<file path="src/rtl/mhb_decim_chain_if.sv">
// rtl/mhb_decim_chain_if.sv - sample/control bundle for the half-band decimation chain
interface mhb_decim_chain_if #(
    parameter int IN_W  = 8,
    parameter int OUT_W = 20,
    parameter int SEL_W = 3
);
    logic                    clr;
    logic [SEL_W-1:0]        decim_sel;
    logic signed [IN_W-1:0]  din;
    logic                    din_valid;
    logic signed [OUT_W-1:0] dout;
    logic                    dout_valid;
    logic                    ovf;

    modport master (
        output clr, decim_sel, din, din_valid,
        input  dout, dout_valid, ovf
    );

    modport slave (
        input  clr, decim_sel, din, din_valid,
        output dout, dout_valid, ovf
    );
endinterface

</file>
<file path="src/rtl/mhb_decim_chain.sv">
// rtl/mhb_decim_chain.sv - runtime-selectable cascade of 7-tap half-band decimate-by-2 stages
module mhb_decim_chain #(
    parameter int IN_W   = 8,
    parameter int OUT_W  = 20,
    parameter int STAGES = 6,
    parameter int SEL_W  = 3
) (
    input  logic             clk,
    input  logic             reset,
    mhb_decim_chain_if.slave bus
);
    localparam int ACC_W = OUT_W + 6;
    localparam int SH_W  = OUT_W - IN_W;
    localparam logic [SEL_W-1:0]        SEL_MAX = SEL_W'(STAGES);
    localparam logic signed [ACC_W-1:0] RND     = ACC_W'(16);

    function automatic logic signed [ACC_W-1:0] sx(input logic signed [OUT_W-1:0] v);
        return {{(ACC_W-OUT_W){v[OUT_W-1]}}, v};
    endfunction

    logic [SEL_W-1:0]        sel_c;
    logic [SEL_W-1:0]        sel_q;
    logic                    flush;
    logic                    any_hit;
    logic signed [OUT_W-1:0] s0_data;
    logic                    s0_valid;

    // Index 0 is the registered scaled input, index j is stage j's registered output.
    logic signed [OUT_W-1:0] sd [0:STAGES];
    logic                    sv [0:STAGES];
    logic                    hit [1:STAGES];

    assign sd[0] = s0_data;
    assign sv[0] = s0_valid;

    // Clamp the ratio select, detect a ratio change (acts as a flush) and merge stage saturations.
    always_comb begin
        sel_c   = (bus.decim_sel > SEL_MAX) ? SEL_MAX : bus.decim_sel;
        flush   = bus.clr | (sel_c != sel_q);
        any_hit = 1'b0;
        for (int j = 1; j <= STAGES; j++) begin
            any_hit = any_hit | hit[j];
        end
    end

    // Shadow the ratio select and register the MSB-aligned input sample.
    always_ff @(posedge clk or posedge reset) begin
        if (reset) begin
            sel_q    <= '0;
            s0_data  <= '0;
            s0_valid <= 1'b0;
        end else begin
            sel_q <= sel_c;
            if (flush) begin
                s0_data  <= '0;
                s0_valid <= 1'b0;
            end else begin
                s0_valid <= bus.din_valid;
                // Sign-extend then shift left by OUT_W-IN_W reduces to appending zeros.
                if (bus.din_valid) begin
                    s0_data <= {bus.din, {SH_W{1'b0}}};
                end
            end
        end
    end

    for (genvar j = 1; j <= STAGES; j++) begin : g_stage
        // d holds x0..x5 as they stand after the last shift; on a new sample the line
        // becomes {sample, d[0..5]}, so the old x6 is never needed.
        logic signed [OUT_W-1:0] d [0:5];
        logic                    phase;
        logic signed [ACC_W-1:0] acc;
        logic signed [ACC_W-1:0] yw;
        logic                    sat;
        logic signed [OUT_W-1:0] y;
        logic signed [OUT_W-1:0] y_q;
        logic                    v_q;

        // Taps -1,0,9,16,9,0,-1 on the post-shift line, round half up, saturate.
        always_comb begin
            acc = -sx(sd[j-1])
                  + (sx(d[1]) <<< 3) + sx(d[1])
                  + (sx(d[2]) <<< 4)
                  + (sx(d[3]) <<< 3) + sx(d[3])
                  - sx(d[5]);
            yw  = (acc + RND) >>> 5;
            sat = !((&yw[ACC_W-1:OUT_W-1]) || !(|yw[ACC_W-1:OUT_W-1]));
            if (sat) begin
                y = yw[ACC_W-1] ? {1'b1, {(OUT_W-1){1'b0}}} : {1'b0, {(OUT_W-1){1'b1}}};
            end else begin
                y = yw[OUT_W-1:0];
            end
        end

        assign hit[j] = sv[j-1] & phase & sat;
        assign sd[j]  = y_q;
        assign sv[j]  = v_q;

        // Shift on each input valid; every second sample registers a decimated output.
        always_ff @(posedge clk or posedge reset) begin
            if (reset) begin
                d     <= '{default: '0};
                phase <= 1'b0;
                y_q   <= '0;
                v_q   <= 1'b0;
            end else if (flush) begin
                d     <= '{default: '0};
                phase <= 1'b0;
                y_q   <= '0;
                v_q   <= 1'b0;
            end else begin
                v_q <= 1'b0;
                if (sv[j-1]) begin
                    d[0] <= sd[j-1];
                    for (int i = 1; i < 6; i++) begin
                        d[i] <= d[i-1];
                    end
                    phase <= ~phase;
                    if (phase) begin
                        y_q <= y;
                        v_q <= 1'b1;
                    end
                end
            end
        end
    end

    // Register the selected source; dout holds between strobes.
    always_ff @(posedge clk or posedge reset) begin
        if (reset) begin
            bus.dout       <= '0;
            bus.dout_valid <= 1'b0;
        end else if (flush) begin
            bus.dout       <= '0;
            bus.dout_valid <= 1'b0;
        end else begin
            bus.dout_valid <= sv[sel_q];
            if (sv[sel_q]) begin
                bus.dout <= sd[sel_q];
            end
        end
    end

    // Sticky overflow: only an explicit clr clears it, a ratio change does not.
    always_ff @(posedge clk or posedge reset) begin
        if (reset) begin
            bus.ovf <= 1'b0;
        end else if (bus.clr) begin
            bus.ovf <= 1'b0;
        end else if (any_hit && !flush) begin
            bus.ovf <= 1'b1;
        end
    end
endmodule

</file>
<file path="src/flat_wrapper.sv">
// flat-port wrapper written by rule: the top's interface ports become plain ports
module mhb_decim_chain_flat 
#(
    parameter int IN_W   = 8,
    parameter int OUT_W  = 20,
    parameter int STAGES = 6,
    parameter int SEL_W  = 3
)
  (clk, reset, bus_clr, bus_decim_sel, bus_din, bus_din_valid, bus_dout, bus_dout_valid, bus_ovf);
  mhb_decim_chain_if #(.IN_W(IN_W), .OUT_W(OUT_W), .SEL_W(SEL_W)) bus_i ();
  input  logic clk;
  input  logic reset;
  input wire logic [$bits(bus_i.clr)-1:0] bus_clr;
  input wire logic [$bits(bus_i.decim_sel)-1:0] bus_decim_sel;
  input wire logic [$bits(bus_i.din)-1:0] bus_din;
  input wire logic [$bits(bus_i.din_valid)-1:0] bus_din_valid;
  output wire logic [$bits(bus_i.dout)-1:0] bus_dout;
  output wire logic [$bits(bus_i.dout_valid)-1:0] bus_dout_valid;
  output wire logic [$bits(bus_i.ovf)-1:0] bus_ovf;
  assign bus_i.clr = bus_clr;
  assign bus_i.decim_sel = bus_decim_sel;
  assign bus_i.din = bus_din;
  assign bus_i.din_valid = bus_din_valid;
  assign bus_dout = bus_i.dout;
  assign bus_dout_valid = bus_i.dout_valid;
  assign bus_ovf = bus_i.ovf;
  mhb_decim_chain #(.IN_W(IN_W), .OUT_W(OUT_W), .STAGES(STAGES), .SEL_W(SEL_W)) u_core (.clk(clk), .reset(reset), .bus(bus_i));
endmodule
</file>
<file path="config.mk">
export PLATFORM = sky130hd
export DESIGN_NAME = mhb_decim_chain_flat
export DESIGN_NICKNAME = d
export VERILOG_FILES = /design/src/rtl/mhb_decim_chain_if.sv /design/src/rtl/mhb_decim_chain.sv /design/src/flat_wrapper.sv
export SDC_FILE = /design/constraint.sdc
export NUM_CORES = 2
export LEC_CHECK = 0
export CORE_MARGIN = 2
export CORE_UTILIZATION = 50
export DETAILED_ROUTE_END_ITERATION = 12
export HOLD_SLACK_MARGIN = 0.02
export MAX_ROUTING_LAYER = met4
export PLACE_DENSITY = 0.71
export SKIP_LAST_GASP = 1
export SYNTH_ARGS = -nofsm -noshare
export SYNTH_HDL_FRONTEND = slang
export SYNTH_SLANG_ARGS = --single-unit
</file>
<file path="constraint.sdc">
create_clock -name clk -period 37.9 [get_ports clk]
set_input_delay 3.79 -clock clk [delete_from_list [all_inputs] [get_ports clk]]
set_output_delay 3.79 -clock clk [all_outputs]
set_load 0.01 [all_outputs]
</file>
==> qor.yml <==
status: "completed"
post_drt_wl_per_cell_um: 17.6
cts_buffers: 89
cts_tree: "built"
cts_resized: 0
ys_ff_latch: 772
postLayoutSetupSlackWorst_ps: 30650
ios: 37
dp_hpwl_mm: 82.6
path_cells: "clkdlybuf4s50_1, a21boi_0, xnor2_1, nand3_4, buf_4, buf_4, buf_4, nor2_1"
cts-root-buf: "clkbuf_16"
busiest_layer: "met2"
timing.hold.ws_ps: 487
rows: 119
start_util: 0.505
synthArstFlopShare: 1.00
area.growth.synth_to_final_pct: 9.22
syn_avg_cell_area_um2: 10.7
path_delay_family: "buffers and inverters"
die_h_um: 330
use_met3: 0.0268
clk_pin_slew_ps: 60
vias: 33900
finalSetupTns_ps: 0
rsz0062_at_grt: "no"
path_class: "in -> reg"
die_x_um: 330
yosys-top-cells-area: "dfrtp_1, fa_1, mux2i_1, ha_1, inv_1"
grt_antenna_before_repair: 1
fmax_mhz: 138
grt_usage: 0.223
h-tree-depth: 3
fin_nets: 5804
ys_types: 79
dieArea_um2: 109000
grt_max_degree: 213
synth_area_um2: 53300
cp_slowest_cell: "buf_4"
syn_nets: 5844
setup_viol: 0
p_per_area_nw_per_um2: 31.7
end_kind: "flip-flop"
mostFrequentLayoutCells: "inv_1, nor2_1, dfrtp_1, mux2i_1, fa_1"
io_buffers: 36
layout.cells.non_filler: 6426
postRouteAntennaNets: 0
clock-sinks: 772
arrival_ps: 7740
crit_top_cell: "buf_4"
slew_headroom: 0.148
hold_class: "reg -> reg"
yosysTopAreaCellShare: 0.363
drv_slew: 0
cts_setup_buffers: 0
cp_num_buf_inv: 4
dr.pass1.iters: 5
final_core_util: 0.551
peakVddDrop_v: 0.0000295
cts_hold_buf: 0
clkLatencyLatePin_ps: 670
grt_pass1_vias: 34900
hold_viol: 0
diodes: 0
gp_congestion: 0.861
overflow: 0
power_mw: 1.84
viasPerCell: 5.28
layout_min_cycle_time_ps: 7250
synth_cells: 5001
synth_seq_area_share: 0.363
drt_wl_total_mm: 113
core_um2: 106000
clock_path_buffers: 3
power.leakage_nw: 25.7
post-place-cells: 6261
grt_use_met1: 0.318
stdcell_area_um2: 58200
yosysWarnings: 0
cap_violations: 0
layout-drive-gt1-share: 0.0471
synth_edf_count: 0
critical_path.max_fanout: 92
clock_skew_ps: 38.8
yosys.area.top_type: "dfrtp_1"
drc: 0
synth_flop_cell: "dfrtp_1"
fin_crit_sh: 0.191
critPathLaunchType: "primary input"
layout_commonest_cell: "inv_1"
drt_iter0_drc: 2371
grt_pass1_wl_mm: 188
placed_cell_area_um2: 55000
critPathMaxStageDelay_ps: 840
dpl_worst_slack_ps: 29950
grt_use_met2: 0.341
worstMarginPinSlew_ps: 1270
cp.required_ps: 38390
Yosys cell counts, types with 15 or more instances:
cell type and n:
nor2b_1 16, xor2_1 43, a21o_1 36, a221oi_1 15
dfrtp_1 772, nand2b_1 18, o21ai_0 88, nor3_1 21
nand2_1 132, a22o_1 15, o21ai_1 16, nor2_1 769
mux2i_1 644, a211oi_1 16, xnor2_1 95, fa_1 552
nand3_1 25, and3_1 17, inv_1 918, a221o_1 40
ha_1 276, a21oi_1 126, clkbuf_1 185
cell type report:
type / count / area, µm²
Clock inverter: 48 / 711
Timing Repair Buffer: 72 / 668
Inverter: 918 / 3450
Clock buffer: 117 / 2500
Tap cell: 1391 / 1740
Fill cell: 8831 / 47400
Multi-Input combinational cell: 3108 / 29800
Sequential cell: 772 / 19300
worst register-to-register path, cell delays in order, from the launching register on:
cell and delay, ps:
dfrtp_1 590, fa_1 720, inv_1 80, fa_1 480, inv_1 50, fa_1 490, fa_1 420, ha_1 330
and2_1 180, a22o_1 230, o21ai_0 320, nand3_1 200, a311o_1 430, and4_1 230, nor3_1 420, xnor2_2 410
a221oi_1 560, nand4b_1 140
sequential cells by signal, summed over array words and instances (netlist names):
name                   cells
u_core.bus.dout           20
u_core.bus.dout_valid      1
u_core.bus.ovf             1
u_core.g_stage.d         612
u_core.g_stage.phase       6
u_core.g_stage.v_q         6
u_core.g_stage.y_q       114
u_core.s0_data             8
u_core.s0_valid            1
u_core.sel_q               3
metal layers:
layer / vias to the layer above / routed length, µm
li1: 15800 / -
met1: 17400 / 53300
met2: 599 / 52600
met3: 148 / 4580
met4: 0 / 2360
met5: - / 0
cells by family (layout without fill, tap and decap cells):
family,after synthesis,count (layout),share of synthesized area
AO/OA/AOI/OAI,442,442,0.0574
XOR/XNOR,138,138,0.0227
adder cells (fa/ha/maj),828,828,0.272
buffers and inverters,1121,1155,0.0795
flip-flops,772,772,0.363
multiplexers,658,658,0.126
AND/OR/NAND/NOR,1042,1042,0.0798
path summary, 6_finish.rpt:
check	depth (start not counted)	from	slack, ps	end
max in group asynchronous	5	reset	31210	u_core.g_stage[1].v_q
min	2	u_core.g_stage[6].y_q[12]	490	u_core.g_stage[6].y_q[12]
min in group asynchronous	2	reset	3620	u_core.g_stage[5].d[19]
min reg2reg	2	u_core.g_stage[6].y_q[12]	490	u_core.g_stage[6].y_q[12]
max reg2reg	17	u_core.g_stage[1].y_q[6]	31450	u_core.bus.ovf
max	8	bus_decim_sel[2]	30650	u_core.g_stage[6].d[80]
power by group:
part	switching (mW)	internal, mW
clock	0.366	0.578
sequential	0.000787	0.825
combinational	0.0569	0.0170
Power figures use the tool's default switching activity.
